### config.mk
export PLATFORM = sky130hd
export DESIGN_NAME = mill_modif_mod
export DESIGN_NICKNAME = d
export VERILOG_FILES = /design/src/rtl/mill_modif_mod_pkg.sv /design/src/rtl/mill_modif_mod_symbol_gen.sv /design/src/rtl/mill_modif_mod.sv
export SDC_FILE = /design/constraint.sdc
export NUM_CORES = 1
export LEC_CHECK = 0
export BUFFER_PORTS_ARGS = -buffer_cell sky130_fd_sc_hd__buf_4
export CAP_MARGIN = 0
export CELL_PAD_IN_SITES_DETAIL_PLACEMENT = 1
export CELL_PAD_IN_SITES_GLOBAL_PLACEMENT = 1
export CORE_MARGIN = 3
export CORE_UTILIZATION = 41
export CTS_BUF_LIST = sky130_fd_sc_hd__clkbuf_4 sky130_fd_sc_hd__clkbuf_8
export DETAILED_ROUTE_END_ITERATION = 10
export HOLD_SLACK_MARGIN = 0.15
export PLACE_DENSITY = 0.68
export SYNTH_ARGS = -nofsm -noshare
export SYNTH_HDL_FRONTEND = slang
export SYNTH_SLANG_ARGS = --single-unit
### constraint.sdc
create_clock -name clk -period 1.9 [get_ports clk]
set_clock_uncertainty 0.05 [all_clocks]
set_input_delay 0.285 -clock clk [delete_from_list [all_inputs] [get_ports clk]]
set_output_delay 0.285 -clock clk [all_outputs]
set_load 0.05 [all_outputs]
### src/rtl/mill_modif_mod_pkg.sv
// Modified Miller encoder shared definitions.
// Frame states, symbol codes and the bit-to-symbol mapping.
package mill_modif_mod_pkg;

  localparam int ETU_CLKS_DEF   = 8;
  localparam int PAUSE_CLKS_DEF = 2;
  localparam int CNT_W_DEF      = 3;

  typedef enum logic [2:0] {
    ST_IDLE = 3'd0,
    ST_SOF  = 3'd1,
    ST_DATA = 3'd2,
    ST_PAR  = 3'd3,
    ST_EOF0 = 3'd4,
    ST_EOFY = 3'd5
  } state_e;

  // Codes shared with the Modified Miller demodulator.
  typedef enum logic [1:0] {
    SYM_X = 2'd0,
    SYM_Y = 2'd1,
    SYM_Z = 2'd2
  } sym_e;

  // '1' is always X; '0' is Z after a Z or a '0', else Y.
  function automatic sym_e map_bit(
    input logic b,
    input logic prev_zero
  );
    if (b)
      return SYM_X;
    if (prev_zero)
      return SYM_Z;
    return SYM_Y;
  endfunction

endpackage

### src/rtl/mill_modif_mod_symbol_gen.sv
// ETU counter and symbol-to-pause shaper.
// Ports: sym/sym_load in; cnt, etu_end, mod (registered, 1 clk behind cnt) out.
module miller_symbol_gen
  import mill_modif_mod_pkg::*;
#(
  parameter int ETU_CLKS   = ETU_CLKS_DEF,
  parameter int PAUSE_CLKS = PAUSE_CLKS_DEF,
  parameter int CNT_W      = CNT_W_DEF
) (
  input  logic             clk,
  input  logic             rst,
  input  logic             sym_load,
  input  sym_e             sym,
  output logic [CNT_W-1:0] cnt,
  output logic             etu_end,
  output logic             mod
);

  localparam logic [CNT_W-1:0] CNT_LAST =
    CNT_W'(ETU_CLKS - 1);
  localparam logic [CNT_W-1:0] X_LO =
    CNT_W'(ETU_CLKS / 2);
  localparam logic [CNT_W-1:0] X_HI =
    CNT_W'(ETU_CLKS / 2 + PAUSE_CLKS - 1);
  localparam logic [CNT_W-1:0] Z_HI =
    CNT_W'(PAUSE_CLKS - 1);

  logic [CNT_W-1:0] cnt_q, cnt_d;
  sym_e             sym_q, sym_d;
  logic             mod_q, mod_d;

  assign etu_end = (cnt_q == CNT_LAST);
  assign cnt     = cnt_q;
  assign mod     = mod_q;

  always_comb begin
    cnt_d = cnt_q + 1'b1;
    if (sym_load || etu_end)
      cnt_d = '0;
    sym_d = sym_load ? sym : sym_q;
    mod_d = 1'b1;
    unique case (sym_q)
      SYM_X:   mod_d = !((cnt_q >= X_LO) &&
                         (cnt_q <= X_HI));
      SYM_Z:   mod_d = !(cnt_q <= Z_HI);
      default: mod_d = 1'b1;
    endcase
  end

  always_ff @(posedge clk or posedge rst) begin
    if (rst) begin
      cnt_q <= '0;
      sym_q <= SYM_Y;
      mod_q <= 1'b1;
    end else begin
      cnt_q <= cnt_d;
      sym_q <= sym_d;
      mod_q <= mod_d;
    end
  end

endmodule

### src/rtl/mill_modif_mod.sv
// Modified Miller transmit encoder: SOF/EOF framing, odd parity, bit fetch.
// Ports: in_start/in_valid/in_data/in_last in; out_ready/mod/busy/done/err out.
module mill_modif_mod
  import mill_modif_mod_pkg::*;
#(
  parameter int ETU_CLKS   = ETU_CLKS_DEF,
  parameter int PAUSE_CLKS = PAUSE_CLKS_DEF,
  parameter int CNT_W      = CNT_W_DEF,
  parameter int PARITY_EN  = 1
) (
  input  logic clk,
  input  logic rst,
  input  logic in_start,
  input  logic in_valid,
  input  logic in_data,
  input  logic in_last,
  output logic out_ready,
  output logic out_mod,
  output logic out_busy,
  output logic out_done,
  output logic out_err
);

  localparam logic [CNT_W-1:0] CNT_PRE =
    CNT_W'(ETU_CLKS - 2);

  state_e     state_q, state_d;
  logic       ready_q, ready_d;
  logic       busy_q, busy_d;
  logic       done_q, done_d;
  logic       pz_q, pz_d;
  logic [2:0] bitcnt_q, bitcnt_d;
  logic       par_q, par_d;
  logic       last_q, last_d;

  logic             sg_load;
  sym_e             sg_sym;
  logic [CNT_W-1:0] sg_cnt;
  logic             sg_end;
  logic             sg_mod;

  logic xfer, under, byte_full;
  logic fetch_ok, enc_en, enc_bit;

  miller_symbol_gen #(
    .ETU_CLKS  (ETU_CLKS),
    .PAUSE_CLKS(PAUSE_CLKS),
    .CNT_W     (CNT_W)
  ) u_sg (
    .clk     (clk),
    .rst     (rst),
    .sym_load(sg_load),
    .sym     (sg_sym),
    .cnt     (sg_cnt),
    .etu_end (sg_end),
    .mod     (sg_mod)
  );

  assign byte_full = (PARITY_EN != 0) &&
                     (bitcnt_q == 3'd7);
  assign xfer  = ready_q & in_valid;
  assign under = ready_q & ~in_valid;

  always_comb begin
    state_d  = state_q;
    busy_d   = busy_q;
    done_d   = 1'b0;
    pz_d     = pz_q;
    bitcnt_d = bitcnt_q;
    par_d    = par_q;
    last_d   = last_q;
    sg_load  = 1'b0;
    sg_sym   = SYM_Y;
    enc_en   = 1'b0;
    enc_bit  = 1'b0;
    fetch_ok = 1'b0;

    // Fetch only when the next symbol is a data bit.
    unique case (state_q)
      ST_SOF:  fetch_ok = 1'b1;
      ST_DATA: fetch_ok = !last_q && !byte_full;
      ST_PAR:  fetch_ok = !last_q;
      default: fetch_ok = 1'b0;
    endcase
    // Registered so it is high exactly at the last cnt.
    ready_d = fetch_ok && (sg_cnt == CNT_PRE);

    if (state_q == ST_IDLE) begin
      // Idle holds the counter at 0 with a Y symbol.
      sg_load = 1'b1;
      if (in_start) begin
        state_d  = ST_SOF;
        busy_d   = 1'b1;
        sg_sym   = SYM_Z;
        pz_d     = 1'b1;
        bitcnt_d = 3'd0;
        par_d    = 1'b0;
        last_d   = 1'b0;
      end
    end else if (sg_end) begin
      sg_load = 1'b1;
      unique case (state_q)
        ST_EOF0: state_d = ST_EOFY;
        ST_EOFY: begin
          state_d = ST_IDLE;
          busy_d  = 1'b0;
          done_d  = 1'b1;
        end
        default: begin
          enc_en = 1'b1;
          if (xfer) begin
            state_d = ST_DATA;
            enc_bit = in_data;
            last_d  = in_last;
            if (state_q == ST_DATA) begin
              bitcnt_d = bitcnt_q + 3'd1;
              par_d    = par_q ^ in_data;
            end else begin
              bitcnt_d = 3'd0;
              par_d    = in_data;
            end
          end else if (!under &&
                       state_q == ST_DATA &&
                       byte_full) begin
            state_d = ST_PAR;
            enc_bit = ~par_q;
          end else begin
            // Last bit sent or underrun: close with EOF.
            state_d = ST_EOF0;
            enc_bit = 1'b0;
          end
        end
      endcase
      if (enc_en) begin
        sg_sym = map_bit(enc_bit, pz_q);
        pz_d   = ~enc_bit;
      end
    end
  end

  always_ff @(posedge clk or posedge rst) begin
    if (rst) begin
      state_q  <= ST_IDLE;
      ready_q  <= 1'b0;
      busy_q   <= 1'b0;
      done_q   <= 1'b0;
      pz_q     <= 1'b0;
      bitcnt_q <= 3'd0;
      par_q    <= 1'b0;
      last_q   <= 1'b0;
    end else begin
      state_q  <= state_d;
      ready_q  <= ready_d;
      busy_q   <= busy_d;
      done_q   <= done_d;
      pz_q     <= pz_d;
      bitcnt_q <= bitcnt_d;
      par_q    <= par_d;
      last_q   <= last_d;
    end
  end

  assign out_ready = ready_q;
  assign out_mod   = sg_mod;
  assign out_busy  = busy_q;
  assign out_done  = done_q;
  assign out_err   = under;

endmodule

==> results.sh <==
export IMPL_status="finished clean"
export IMPL_holdWs_ps=181
export IMPL_p_per_area_nw_per_um2=1310
export IMPL_synthFlopType="dfrtp_1"
export IMPL_cp_data_required_time_ps=2030
export IMPL_power_frac_seq_pct=41.2
export IMPL_die_h_um=54.8
export IMPL_sw_frac_of_total_pct=38.7
export IMPL_crit_path_start_kind="flop"
export IMPL_cts_resized=0
export IMPL_slowest_stage="dfrtp_1"
export IMPL_hold_viol=0
export IMPL_track_usage_pct=17.9
export IMPL_pwr_share_clk_pct=15.8
export IMPL_synthCells=94
export IMPL_top_layer="met4"
export IMPL_ctsHoldBuffers=1
export IMPL_clock_fmax_mhz=570
export IMPL_cell_internal_pwr_w=0.000930
export IMPL_setup_viol=0
export IMPL_wl_met2_um=1090
export IMPL_timing_rr_start="u_sg.cnt[0]"
export IMPL_period_share_pct=92.3
export IMPL_reg2reg_depth=6
export IMPL_crit_start="u_sg.cnt[0]"
export IMPL_reg2reg_slack_ps=150
export IMPL_yosysTopAreaCell="dfrtp_1"
export IMPL_vias=768
export IMPL_synthesis_nets=105
export IMPL_slowest_delay_ps=410
export IMPL_finalNonFillerCells=138
export IMPL_dieArea_um2=3000
export IMPL_start_util_pct=43.7
export IMPL_rsz0062_at_grt="false"
export IMPL_grt_overflow_total=0
export IMPL_met3_length_um=63
export IMPL_synth_edf_count=0
export IMPL_netlist_area_leader_share_pct=41.0
export IMPL_wl_um=2230
export IMPL_async_flop_share_pct=100
export IMPL_synth_warnings=0
export IMPL_post_drt_wl_per_cell_um=16.2
export IMPL_place_inst=133
export IMPL_synth_cell_types=38
export IMPL_dr_pass1_iters=4
export IMPL_relSlewSlack_pct=52.2
export IMPL_critPathKind="reg -> reg"
export IMPL_leakage_nw=0.517
export IMPL_clk_pin_slew_ps=110
export IMPL_synth_area_leaders="dfrtp_1, ha_1, dfstp_2"
export IMPL_antenna_left=0
export IMPL_htreeDepth=1
export IMPL_period_needed_ps=1750
export IMPL_portBuffers=10
export IMPL_place_congestion=0.771
export IMPL_crit_path_end_kind="flop"
export IMPL_min_path_type="in -> reg"
export IMPL_crit_path_end="par_q"
export IMPL_grt_start_max_net_pins=19
export IMPL_dpl_hpwl_um=1670
export IMPL_synth_seq_cells=18
export IMPL_tightest_slew_ps=716
export IMPL_p_switching_w=0.000587
export IMPL_ioPinCount=11
export IMPL_n_fill_cell=255
export IMPL_grt_pass1_vias=795
export IMPL_crit_fanout=11
export IMPL_grt_pass1_wl_um=3770
export IMPL_drc=0
export IMPL_die_w_um=54.8
export IMPL_core_area_um2=2230
export IMPL_crit_chain="ha_1 > ha_1 > buf_4 > nand2_1 > o22ai_1 > a221o_1"
export IMPL_post_cts_buffers=0
export IMPL_combPwrFrac_pct=43.1
export IMPL_yosysMostFrequentCell="dfrtp_1"
export IMPL_drt_vias_per_instance=5.57
export IMPL_synthToLayoutAreaGrowth_pct=18.6
export IMPL_layout_drive_gt1_share_pct=24.5
export IMPL_r2r_end="par_q"
export IMPL_setup_tns_ps=0
export IMPL_numCtsBuffers=3
export IMPL_cts_tree="yes"
export IMPL_crit_family="adder cells"
export IMPL_root_buffer="clkbuf_4"
export IMPL_syn_avg_cell_area_um2=10.4
export IMPL_clkSinkCount=18
export IMPL_wl_met1_um=1060
export IMPL_drtIter0Drc=5
export IMPL_max_cap_violations=0
export IMPL_arrival_ps=1890
export IMPL_antenna_found_initial=0
export IMPL_ctsLongestPathBuffers=2
export IMPL_insertion_delay_ps=290
export IMPL_rows=17
export IMPL_final_nets=122
export IMPL_ir_worst_vdd_v=0.000723
export IMPL_slew_viol_final=0
export IMPL_synthTopCellsByCount="dfrtp_1, o21ai_0, nor3b_1"
export IMPL_cp_depth=6
export IMPL_cpMostUsedCell="ha_1"
export IMPL_cp_num_buf_inv=1
export IMPL_syn_cell_area_um2=976
export IMPL_diodes=0
export IMPL_yosysSeqAreaShare_pct=46.4
logic make-up after synthesis:
kind of cell    synth area share (%)
compound gates                  21.2
flops                           46.4
simple gates                    20.0
xor+xnor                       0.898
mux                             1.15
buf+inv                         3.97
fa+ha+maj                       6.41
sequential cells by signal, indices dropped and copies added, names as in the netlist:
name,flops
bitcnt_q,3
u_sg.sym_q,2
state_q,3
out_ready,1
out_busy,1
out_done,1
pz_q,1
u_sg.mod,1
u_sg.cnt,3
last_q,1
par_q,1
placed cells by master (no fill, tap or decap), types with 2 or more instances in the layout:
cell      instances
nand2b_1          3
ha_1              5
dfstp_2           2
a21oi_1           5
clkbuf_4          3
nor3b_1           6
nor2_1            2
inv_1             5
o21ai_0           8
nand2_1           5
dfrtp_1          16
buf_4            16
a22o_1            3
o31a_1            2
nor3_1            3
or3_1             2
power groups by stage:
stage,registers [W],clock network [W],logic (W)
final,0.000624,0.000239,0.000654
after global routing,0.000647,0.000259,0.000743
after CTS,0.000626,0.000248,0.000666
after detailed placement,0.000634,0,0.000662
after global placement,0.000627,0,0.000651
after floorplan,0.000671,0,0.000406
worst min path at each step:
stage               startpoint          end  slack, ps  cells past startpoint
floorplan                  rst  bitcnt_q[0]        170                      1
global placement           rst       last_q        390                      2
detailed placement         rst  bitcnt_q[1]        400                      2
CTS                    in_last       last_q        170                      2
global route           in_last       last_q        180                      2
finish                 in_last       last_q        180                      2
area by class of cell:
cell class	count	area, um^2	share of cell area (%)
multi-input cells	66	484	41.8
repair buffers	17	130	11.2
well taps	28	35.0	3.03
flip-flops and latches	18	453	39.1
clock buffers	4	36.3	3.14
inverters	5	18.8	1.62
worst reg2reg max path, stage by stage, from the launching register on:
cell and delay [ps]:
dfrtp_1 410, ha_1 210, ha_1 220, buf_4 180
nand2_1 160, o22ai_1 100, a221o_1 320
metrics by stage:
stage               util (%)  worst slack, ps  area (um^2)  total power [W]
floorplan                  -             83.3          976          0.00108
global placement        49.7              213         1110          0.00128
detailed placement      49.7              160         1110          0.00130
CTS                     51.8              135         1160          0.00154
global route            51.8             15.6         1160          0.00165
finish                  51.8              147         1160          0.00152
routing by layer:
metal	global-route usage [%]	up-vias
li1	-	381
met3	2.45	2
met2	27.8	7
met1	25.2	378
met5	0	-
met4	6.22	0
No activity file was read; power rests on OpenSTA's default activity.
